**src/rtl/scan_key_pkg.sv**
```systemverilog
// scan_key_pkg: shared FSM state type and default key width for scan_key_tx.
package scan_key_pkg;
  localparam int KEY_WIDTH_DEF = 16;
  typedef enum logic [1:0] {IDLE, SHIFT, PARITY, DONE} state_t;
endpackage

```
**src/rtl/scan_key_tx_if.sv**
```systemverilog
// scan_key_tx_if: key handshake plus serial scan-chain outputs; master drives keys, slave is the shifter.
interface scan_key_tx_if import scan_key_pkg::*; #(parameter int KEY_WIDTH = KEY_WIDTH_DEF) ();
  logic                 key_valid;
  logic                 key_ready;
  logic [KEY_WIDTH-1:0] key_data;
  logic                 scan_en;
  logic                 scan_out;
  logic                 scan_done;
  logic                 busy;
  modport master (output key_valid, key_data, input key_ready, scan_en, scan_out, scan_done, busy);
  modport slave (input key_valid, key_data, output key_ready, scan_en, scan_out, scan_done, busy);
endinterface

```
**src/rtl/scan_shift_reg.sv**
```systemverilog
// scan_shift_reg: load/shift-right key register with registered serial output.
// SCAN_PARITY_EN adds a running even-parity accumulator selectable onto the serial output.
module scan_shift_reg #(parameter int KEY_WIDTH = 16) (
  input  logic                 clk,
  input  logic                 rst,
  input  logic                 i_load,
  input  logic                 i_shift,
`ifdef SCAN_PARITY_EN
  input  logic                 i_par_sel,
`endif
  input  logic [KEY_WIDTH-1:0] i_data,
  output logic                 o_out
);
  logic [KEY_WIDTH-1:0] r_sr;
  logic                 r_out;
  logic                 w_par_out;
`ifdef SCAN_PARITY_EN
  logic r_par;
  always_ff @(posedge clk or posedge rst)
    if (rst) r_par <= 1'b0;
    else r_par <= i_load ? i_data[0] : i_shift ? r_par ^ r_sr[0] : r_par;
  assign w_par_out = i_par_sel & r_par;
`else
  assign w_par_out = 1'b0;
`endif
  // bit 0 goes straight to the output on load, so r_sr keeps only the bits still to send
  always_ff @(posedge clk or posedge rst)
    if (rst) begin
      r_sr  <= '0;
      r_out <= 1'b0;
    end else begin
      r_sr  <= i_load ? {1'b0, i_data[KEY_WIDTH-1:1]} : i_shift ? r_sr >> 1 : r_sr;
      r_out <= i_load ? i_data[0] : i_shift ? r_sr[0] : w_par_out;
    end
  assign o_out = r_out;
endmodule

```
**src/rtl/scan_key_tx.sv**
```systemverilog
// scan_key_tx: accepts a parallel key and shifts it LSB first into a scan chain, then pulses scan_done.
// Define SCAN_PARITY_EN to append one even-parity bit after the key bits.
module scan_key_tx import scan_key_pkg::*; #(parameter int KEY_WIDTH = KEY_WIDTH_DEF) (
  input logic           clk,
  input logic           rst,
  scan_key_tx_if.slave  bus
);
  localparam int CW = $clog2(KEY_WIDTH + 1);
`ifdef SCAN_PARITY_EN
  localparam state_t AFTER_SHIFT = PARITY;
`else
  localparam state_t AFTER_SHIFT = DONE;
`endif
  state_t        r_state, w_next;
  logic [CW-1:0] r_cnt;
  logic          w_accept, w_last;
  logic          r_key_ready, r_scan_en, r_scan_done, r_busy;
  logic          w_key_ready, w_scan_en, w_scan_done, w_busy;
  assign w_accept = (r_state == IDLE) & bus.key_valid;
  assign w_last   = (r_state == SHIFT) & (r_cnt == CW'(KEY_WIDTH - 1));
  always_ff @(posedge clk or posedge rst)
    if (rst) begin
      r_state     <= IDLE;
      r_cnt       <= '0;
      r_key_ready <= 1'b1;
      r_scan_en   <= 1'b0;
      r_scan_done <= 1'b0;
      r_busy      <= 1'b0;
    end else begin
      r_state     <= w_next;
      r_cnt       <= w_accept ? '0 : (r_state == SHIFT) ? r_cnt + CW'(1) : r_cnt;
      r_key_ready <= w_key_ready;
      r_scan_en   <= w_scan_en;
      r_scan_done <= w_scan_done;
      r_busy      <= w_busy;
    end
  always_comb
    w_next = (r_state == IDLE)   ? (bus.key_valid ? SHIFT : IDLE) :
             (r_state == SHIFT)  ? (w_last ? AFTER_SHIFT : SHIFT) :
             (r_state == PARITY) ? DONE : IDLE;
  // outputs are decoded from the next state so the registered copies line up with the state
  always_comb begin
    w_key_ready = (w_next == IDLE);
    w_scan_en   = (w_next == SHIFT) | (w_next == PARITY);
    w_scan_done = (w_next == DONE);
    w_busy      = (w_next != IDLE);
  end
  scan_shift_reg #(.KEY_WIDTH(KEY_WIDTH)) u_sr (
    .clk       (clk),
    .rst       (rst),
    .i_load    (w_accept),
    .i_shift   ((r_state == SHIFT) & ~w_last),
`ifdef SCAN_PARITY_EN
    .i_par_sel (w_last),
`endif
    .i_data    (bus.key_data),
    .o_out     (bus.scan_out)
  );
  assign bus.key_ready = r_key_ready;
  assign bus.scan_en   = r_scan_en;
  assign bus.scan_done = r_scan_done;
  assign bus.busy      = r_busy;
endmodule

```
**src/flat_wrapper.sv**
```systemverilog
// flat-port wrapper written by rule: the top's interface ports become plain ports
module scan_key_tx_flat import scan_key_pkg::*;
#(parameter int KEY_WIDTH = KEY_WIDTH_DEF)
  (clk, rst, bus_key_valid, bus_key_data, bus_key_ready, bus_scan_en, bus_scan_out, bus_scan_done, bus_busy);
  scan_key_tx_if #(.KEY_WIDTH(KEY_WIDTH)) bus_i ();
  input logic clk;
  input logic rst;
  input wire logic [$bits(bus_i.key_valid)-1:0] bus_key_valid;
  input wire logic [$bits(bus_i.key_data)-1:0] bus_key_data;
  output wire logic [$bits(bus_i.key_ready)-1:0] bus_key_ready;
  output wire logic [$bits(bus_i.scan_en)-1:0] bus_scan_en;
  output wire logic [$bits(bus_i.scan_out)-1:0] bus_scan_out;
  output wire logic [$bits(bus_i.scan_done)-1:0] bus_scan_done;
  output wire logic [$bits(bus_i.busy)-1:0] bus_busy;
  assign bus_i.key_valid = bus_key_valid;
  assign bus_i.key_data = bus_key_data;
  assign bus_key_ready = bus_i.key_ready;
  assign bus_scan_en = bus_i.scan_en;
  assign bus_scan_out = bus_i.scan_out;
  assign bus_scan_done = bus_i.scan_done;
  assign bus_busy = bus_i.busy;
  scan_key_tx #(.KEY_WIDTH(KEY_WIDTH)) u_core (.clk(clk), .rst(rst), .bus(bus_i));
endmodule
```
**config.mk**
```make
export PLATFORM = sky130hd
export DESIGN_NAME = scan_key_tx_flat
export DESIGN_NICKNAME = d
export VERILOG_FILES = /design/src/rtl/scan_key_pkg.sv /design/src/rtl/scan_key_tx_if.sv /design/src/rtl/scan_shift_reg.sv /design/src/rtl/scan_key_tx.sv /design/src/flat_wrapper.sv
export SDC_FILE = /design/constraint.sdc
export NUM_CORES = 1
export LEC_CHECK = 0
export ABC_CLOCK_PERIOD_IN_PS = 2100
export CORE_MARGIN = 2
export CORE_UTILIZATION = 52
export CTS_CLUSTER_SIZE = 28
export DETAILED_ROUTE_END_ITERATION = 8
export GPL_TIMING_DRIVEN = 0
export PLACE_DENSITY = 0.79
export SLEW_MARGIN = 30
export SYNTH_ARGS = -nofsm -noshare
export SYNTH_HDL_FRONTEND = slang
export SYNTH_SLANG_ARGS = --single-unit
```
**constraint.sdc**
```tcl
create_clock -name clk -period 2.1 [get_ports clk]
set_input_delay 0.21 -clock clk [delete_from_list [all_inputs] [get_ports clk]]
set_output_delay 0.21 -clock clk [all_outputs]
set_load 0.005 [all_outputs]
```
### Yosys cells after proc, flatten, opt, wreduce, memory -nomap -nowiden

Cells that the tools add are included.
Widths: inputs -> output; s select.

| word-level totals | value |
|---|---|
| register bits after elaboration | 28 |
| bits of input ports | 19 |
| output and inout port bits | 5 |
| logic and storage cells | 36 |

| cells by class | value |
|---|---|
| mux-type cells | 11 |
| $add $sub $neg | 1 |
| bitwise operators | 5 |
| reduce and logical (&&, ||, !) cells | 5 |
| eq/ne operators | 6 |

Operators by type and width:

| operator | count |
|---|---|
| $mux 16 | 2 |
| $mux 5 | 2 |
| $mux 2 | 4 |
| $eq 2x2->1 const B | 3 |
| $reduce_bool 2->1 | 3 |
| $add 5x1->5 const B | 1 |
| $eq 5x4->1 const B | 1 |
| $eq 2x1->1 const B | 2 |
| $logic_not 2->1 | 2 |
| $and 1x1->1 | 3 |
| $mux 1 | 3 |
| $not 1->1 | 1 |
| $or 1x1->1 | 1 |

### Depth between registers and ports, before layout

Gate-level depths: netlist (run 1).

| logic depth | value |
|---|---|
| depth after elaboration | 7 |
| mapped depth | 7 |
| gate-level depth less buffers | 7 |

### Hierarchy

A second synthesis (run 1) with hierarchy kept.

| unflattened totals | value |
|---|---|
| cell total of the unflattened synthesis | 117 |
| area, all modules | 1,305.0 um2 |

Modules (own cells, without submodules):

| module | area each (um2) | cells each | instances | sequential area each (um2) |
|---|---|---|---|---|
| scan_shift_reg | 739.5 | 70 | 1 | 400.4 |
| scan_key_tx | 565.5 | 47 | 1 | 276.5 |

### Worst setup path after synthesis (run 1)

No wires, ideal clock.

| path | value |
|---|---|
| path type | register -> register |
| start | reg u_core.r_cnt[0] |
| end | reg u_core.u_sr.r_sr[10] |
| setup time | 0.125 ns |
| period minus slack after synthesis | 1.835 ns |
| required time | 1.975 ns |
| path buffers | 1 |
| path slack | 0.265 ns |
| arrival | 1.710 ns |
| cell stages (with the launch flop) | 7 |
| path through | dfrtp_1 > ha_1 > and3_1 > ha_1 > o21ai_4 > buf_6 > mux2_4 |

| between the ends | value |
|---|---|
| longest elaborated chain between the ends | 5 |

RTL lines:

| what | RTL line | text |
|---|---|---|
| start, declared | scan_key_tx.sv:15 | `logic [CW-1:0] r_cnt;` |
| start signal, assigned | scan_key_tx.sv:31 | `r_cnt <= w_accept ? '0 : (r_state == SHIFT) ? r_cnt + CW'(1) : r_cnt;` |
| $eq 5x4->1 | scan_key_tx.sv:20 | `assign w_last = (r_state == SHIFT) & (r_cnt == CW'(KEY_WIDTH - 1));` |
| $and 1x1->1 | scan_key_tx.sv:20 |  |
| $not 1->1 | scan_key_tx.sv:52 | `.i_shift ((r_state == SHIFT) & ~w_last),` |
| $and 1x1->1 | scan_key_tx.sv:52 |  |
| $reduce_bool 2->1 (no line) | n/a |  |
| end signal, assigned | scan_shift_reg.sv:32 | `r_sr <= i_load ? {1'b0, i_data[KEY_WIDTH-1:1]} : i_shift ? r_sr >> 1 : r_sr;` |
| end, declared | scan_shift_reg.sv:14 | `logic [KEY_WIDTH-1:0] r_sr;` |

Every way passes these cells.
A chain may end at the register's enable or synchronous reset.

### Worst setup path after layout (run 1)

| path | value |
|---|---|
| start | reg u_core.r_cnt[0] |
| end | reg u_core.u_sr.r_sr[12] |

Same word-level chain as after synthesis.

==> run metrics, run 1 <==
Hold Path Class in2async; first-pass GRT wire length between 4000 and 5000 um; setup violators final 0; max_slew headroom 0.634; critical path endpoint category flip-flop; Synth area leader dfrtp_1; CTS Buf Count 3; mapped cell area about 0.0014 mm2; Synth Area per Inst ~14 um2; most used cell, CP ha_1; 1st-iter DRT viols 10; most common cell in the netlist dfrtp_1; clock group share of total power 0.098; Worst Hold Slack roughly 240 ps; #FFs+latches synth 27; Final Power 2.22 mW; Post-Syn Instances 101; crit-path max FO 10; worst r2r dst u_core.u_sr.r_sr[12]; Total Die Area around 0.0031 mm2; CTS resizes 0; post-route ant nets 0; Int Power between 1.5 and 2 mW; FF-to-FF Start u_core.r_cnt[0]; drt total wl about 2300 um; critical path's slowest cell dfrtp_1; clk_lat worst skew about 320 ps; global route overflow 0; Sinks on Clock Net 27; main area contributors after synthesis dfrtp_1 (46%), mux2_4 (26%), ha_1 (6.2%); min Tclk post-route between 1500 and 2000 ps; via count about 800; Power per Cell Area 1310 mW/mm2; row cnt 18; H-tree Lvls 1; Peak VDD IR 1050 uV; clock root buffer clkbuf_4; Fmax 506 MHz; final hold viol count 0; Final HPWL DP roughly 1700 um; Post-CTS Setup Bufs 0; initial antenna violation count 0; count of final max-slew check failures 0; switching share of power 0.300; starting density of the core 0.558; Max clock buf depth 2; Setup CP Type reg2reg; leakage dissipation 0.831 nW; YS warnings 0; Area Growth Syn to Fin 20.9%; Main synth FF type dfrtp_1; kind of start point of the critical path flip-flop; share of cells above drive strength 1 0.297; die width 56.0 um; required time worst endpoint between 2000 and 2500 ps; RSZ-0062 raised after global routing false; I/O pin count 24; EDFF count, synth 0; reg2reg path depth 6; setup TNS 0 ps; core area approximately 0.0025 mm2; GRT Overall Usage 0.164; Layout Nets approximately 160; # hold bufs at CTS 0; status finished clean; Worst Path Arrival 2190 ps; power share of the combinational group 0.509; R2R Setup Slk between 100 and 150 ps; # DRC 0; utilization after layout 0.675; CP peak stage delay roughly 430 ps; crit-path cells ha_1, and3_1, ha_1, o21ai_4, buf_6, mux2_4; average wire per standard cell about 14 um; share of the synthesized area in the top cell type 0.462; max-cap violations 0; largest net degree at the start of global routing 28; cell area after layout approximately 0.0017 mm2; Distinct cells, synth 26; Port Buf Inserts 23; CTS tree built; DP Area approximately 0.0017 mm2; Psw around 0.67 mW; post-synthesis sequential area ratio 0.481; GP Congestion 0.697; first drt pass iteration count 2; Post-synth ARST share 1.00; syn nets approximately 130; Ant. Diodes 0; final period utilization 0.942; mean number of vias per cell about 5; FF/Latch Area approximately 680 um2; skew final 14.0 ps; CTS clk-pin slew, worst paths ~140 ps; vias in the first global route 897; Slew @ Worst Pin about 550 ps; Flop pwr share 0.393; top cells by count, synth dfrtp_1 (26), mux2_4 (24), inv_1 (9), ha_1 (7); fill count 200; Multi-input gate area 643 um2; Die Ht between 50 and 60 um
## sequential cells by signal, indices dropped and copies added, names as in the netlist
signal / flops
u_core.bus.key_ready: 1
u_core.u_sr.r_sr: 15
u_core.bus.scan_en: 1
u_core.u_sr.o_out: 1
u_core.r_state: 2
u_core.r_cnt: 5
u_core.bus.scan_done: 1
u_core.bus.busy: 1
## worst max-delay path by stage
| stage | startpoint | to | slack [ps] | cells past startpoint |
|---|---|---|---|---|
| 2_1_floorplan | u_core.r_cnt[0] | u_core.u_sr.r_sr[10] | 270 | 6 |
| 3_3_place_gp | u_core.r_cnt[0] | u_core.u_sr.r_sr[8] | 150 | 6 |
| 3_5_place_dp | u_core.r_cnt[0] | u_core.u_sr.r_sr[5] | 110 | 6 |
| 4_1_cts | u_core.r_cnt[0] | u_core.u_sr.r_sr[12] | 80 | 6 |
| 5_1_grt | u_core.r_cnt[0] | u_core.u_sr.r_sr[12] | 30 | 6 |
| 6_report | u_core.r_cnt[0] | u_core.u_sr.r_sr[12] | 120 | 6 |
## cell families after synthesis
group | Yosys count | share of synthesized area
AOI/OAI and AO/OA | 7 | 0.0400
xor gates and xnor gates | 3 | 0.0187
adders and majority gates | 7 | 0.0622
buffers and inverters | 14 | 0.0622
DFF | 27 | 0.481
muxes | 28 | 0.287
and+or+nand+nor | 15 | 0.0489
## per-stage QoR
stage                     cells  setup WS, ps
after floorplan             101           265
after detailed placement    154           111
after global placement      154           152
after global routing        158          28.9
final                       158           122
after CTS                   158          84.1
## cell type report
cell class / instances / area share
Multi-Input combinational cell: 60 / 0.378
Sequential cell: 27 / 0.398
Buffer: 4 / 0.0294
Tap cell: 30 / 0.0221
Inverter: 10 / 0.0221
Clock buffer: 4 / 0.0154
Timing Repair Buffer: 23 / 0.135
## power by group through the flow
stage	logic, mW	clock network, mW	registers, mW
after CTS	1.15	0.231	0.878
after detailed placement	1.13	0	0.887
after global placement	1.10	0	0.866
final	1.13	0.217	0.875
after floorplan	0.903	0	0.854
after global routing	1.25	0.246	0.898
## metal layers
| metal | global-route usage | up-vias | share of wire |
|---|---|---|---|
| li1 | - | 391 | - |
| met1 | 0.198 | 405 | 0.44 |
| met5 | 0 | - | 0 |
| met3 | 0.0512 | 2 | 0.044 |
| met2 | 0.294 | 14 | 0.51 |
| met4 | 0.0204 | 0 | 0.0066 |
## cells in the final DEF, fill, tap and decap left out, types with 2 or more instances in the layout
cell type,count
clkbuf_4,3
inv_1,8
inv_2,2
clkdlybuf4s50_1,23
dfrtp_1,26
ha_1,7
nand3_1,2
mux2_2,2
mux2_4,24
buf_6,2
nor2_1,5
nand2_1,5
xor2_1,2
o21ai_0,2
## critical path: cells and delay by family, from the launching register on
family	cells	cell delay [ps]
compound gates	1	300
fa+ha+maj	2	430
buf+inv	1	220
flops	1	430
mux	1	310
simple gates	1	160
Power figures use the tool's default switching activity.
==> run 2: changes to the inputs <==
--- a/config.mk
+++ b/config.mk
@@ -10,8 +10,9 @@
 export CORE_UTILIZATION = 52
 export CTS_CLUSTER_SIZE = 28
 export DETAILED_ROUTE_END_ITERATION = 8
-export GPL_TIMING_DRIVEN = 0
+export GPL_TIMING_DRIVEN = 1
 export PLACE_DENSITY = 0.79
+export SKIP_LAST_GASP = 1
 export SLEW_MARGIN = 30
 export SYNTH_ARGS = -nofsm -noshare
 export SYNTH_HDL_FRONTEND = slang
==> run 2 against run 1 <==
Against the previous run: cell count decreased by 0.63%; global-route usage decreased by 0.55 points; final area decreased by 0.88%; total power increased by 0.37%; non-clock buffer count decreased by 1; clock power increased by 3%; critical path depth unchanged; maximum frequency increased by 8.9%; sequential power increased by 0.5%; die area unchanged; combinational power about the same; worst setup slack improved by 160 ps; largest power group unchanged.
==> run metrics, run 2 (synthesized netlist as in run 1, its figures left out) <==
crit-path cells ha_1, and3_1, ha_1, nand3_1, a21boi_0, ha_1; worst r2r dst u_core.bus.scan_en; Flop pwr share 0.394 (about the same); worst setup margin 285 ps (+162 ps); status finished clean; switching share of power 0.305 (+0.00497); share of cells above drive strength 1 0.283 (-0.0134); Ant. Diodes 0 (unchanged); row cnt 18 (unchanged); Power per Cell Area 1320 mW/mm2 (+1.3%); CP Depth 6 (unchanged); drt total wl 2300 um (+0.88%); vias in the first global route 843 (-6.0%); CP peak stage delay 430 ps (about the same); largest net degree at the start of global routing 28 (unchanged); leakage dissipation 0.825 nW (-0.71%); post-route ant nets 0 (unchanged); FF-to-FF Start u_core.r_cnt[0]; Worst Hold Slack 240 ps (+4.94 ps); Final Power 2.23 mW (+0.37%); Layout Nets 154 (-0.65%); power share of the combinational group 0.506 (-0.003); reg2reg path depth 6 (unchanged); first-pass GRT wire length 3930 um (-2.0%); critical path's top delay family adder cells; Port Buf Inserts 23 (unchanged); 1st-iter DRT viols 20 (+10); # hold bufs at CTS 0 (unchanged); max reg flops 15 (unchanged); starting density of the core 0.558 (unchanged); Max clock buf depth 2 (unchanged); max_slew headroom 0.776 (+0.142); Hold Path Class in2async; required time worst endpoint 2330 ps (+20 ps); core area 0.00252 mm2 (unchanged); critical path endpoint category flip-flop; critical path's slowest cell dfrtp_1; clk_lat worst skew 320 ps (about the same); utilization after layout 0.669 (-0.00595); CTS resizes 0 (unchanged); clock root buffer clkbuf_4; H-tree Lvls 1 (unchanged); setup violators final 0 (unchanged); final period utilization 0.865 (-0.0772); CTS Buf Count 3 (unchanged); clock group share of total power 0.100 (+0.002); Post-CTS Setup Bufs 0 (unchanged); final hold viol count 0 (unchanged); Int Power 1.55 mW (-0.35%); crit-path max FO 3 (-7); setup TNS 0 ps (unchanged); GP Congestion 0.677 (-2.9%); Post-Place Setup Slack 283 ps (+171 ps); commonest non-fill, non-tap cell in the layout dfrtp_1; count of final max-slew check failures 0 (unchanged); Final HPWL DP 1710 um (+1.1%); CTS tree built; crit path from u_core.r_cnt[0]; kind of start point of the critical path flip-flop; R2R Setup Slk 280 ps (+160 ps); RSZ-0062 raised after global routing false; Psw 0.682 mW (+2.0%); fill count 202 (+1.0%); die width 56.0 um (unchanged); initial antenna violation count 0 (unchanged); Area Growth Syn to Fin 19.8%; Total Die Area 0.00314 mm2 (unchanged); mean number of vias per cell 5.11 (-0.60%); most used cell, CP ha_1; # DRC 0 (unchanged); Fmax 551 MHz (+8.9%); via count 802 (-1.2%); Setup CP Type reg2reg; worst path bufs/invs 0 (-1); global route overflow 0 (unchanged); Slew @ Worst Pin 333 ps (-215 ps); commonest cells after routing, fill and taps aside dfrtp_1 (26), mux2_4 (24), clkdlybuf4s50_1 (23); end of the critical path u_core.bus.scan_en; min Tclk post-route 1820 ps (-162 ps); skew final 7.87 ps (-6.08 ps); Regs by FF count u_core.u_sr.r_sr (15), u_core.r_cnt (5), u_core.r_state (2); Die Ht 56.0 um (unchanged); Worst Path Arrival 2040 ps (-150 ps); Peak VDD IR 925 uV (-12%); average wire per standard cell 14.7 um (+1.5%); I/O pin count 24 (unchanged); Sinks on Clock Net 27 (unchanged); max-cap violations 0 (unchanged); Largest Register u_core.u_sr.r_sr; GRT Overall Usage 0.159 (-0.00553); first drt pass iteration count 3 (+1); CTS clk-pin slew, worst paths 140 ps (about the same)
[run 2: cell count changes in the layout (fill, tap and decap cells not counted), sizes merged]
cell	delta
buf	-1
[run 2: worst min path at each step]
stage / cells after the start / start / to
2_1_floorplan: 1 / rst / u_core.bus.busy
3_3_place_gp: 1 / u_core.u_sr.r_sr[7] / u_core.u_sr.r_sr[7]
3_5_place_dp: 1 / u_core.u_sr.r_sr[1] / u_core.u_sr.r_sr[1]
4_1_cts: 3 / rst / u_core.bus.scan_done
5_1_grt: 3 / rst / u_core.bus.scan_done
6_report: 3 / rst / u_core.bus.busy
[run 2: final cells by class]
cell class              count  area (um2)  share of cell area
flip-flops and latches     27         677               0.401
repair buffers             26         265               0.157
well taps                  30        37.5              0.0223
multi-input cells          60         643               0.381
inverters                  10        37.5              0.0223
clock buffers               4        26.3              0.0156
[run 2: worst reg2reg max path, delay by kind of cell (launching register included)]
kind | cells | cell delay (ps)
fa+ha+maj | 3 | 740
compound gates | 1 | 320
flops | 1 | 430
simple gates | 2 | 230
[run 2: power by group through the flow]
| stage | Combinational [mW] | Clock (mW) | Sequential [mW] |
|---|---|---|---|
| finish | 1.13 | 0.224 | 0.879 |
| global route | 1.22 | 0.246 | 0.907 |
| CTS | 1.15 | 0.231 | 0.881 |
| detailed placement | 1.13 | 0 | 0.890 |
| global placement | 1.10 | 0 | 0.875 |
| floorplan | 0.903 | 0 | 0.854 |
[run 2: stage by stage]
stage | cell area (um2) | cells
finish | 1690 | 157
global route | 1690 | 157
CTS | 1690 | 157
detailed placement | 1660 | 153
global placement | 1660 | 153
floorplan | 1410 | 101
[run 2: routing by layer]
layer | up-vias | global-route usage | share of wire
met5 | - | 0 | 0
met4 | 0 | 0.0510 | 0.013
met3 | 2 | 0.0302 | 0.033
met2 | 13 | 0.257 | 0.48
met1 | 397 | 0.214 | 0.47
li1 | 390 | - | -
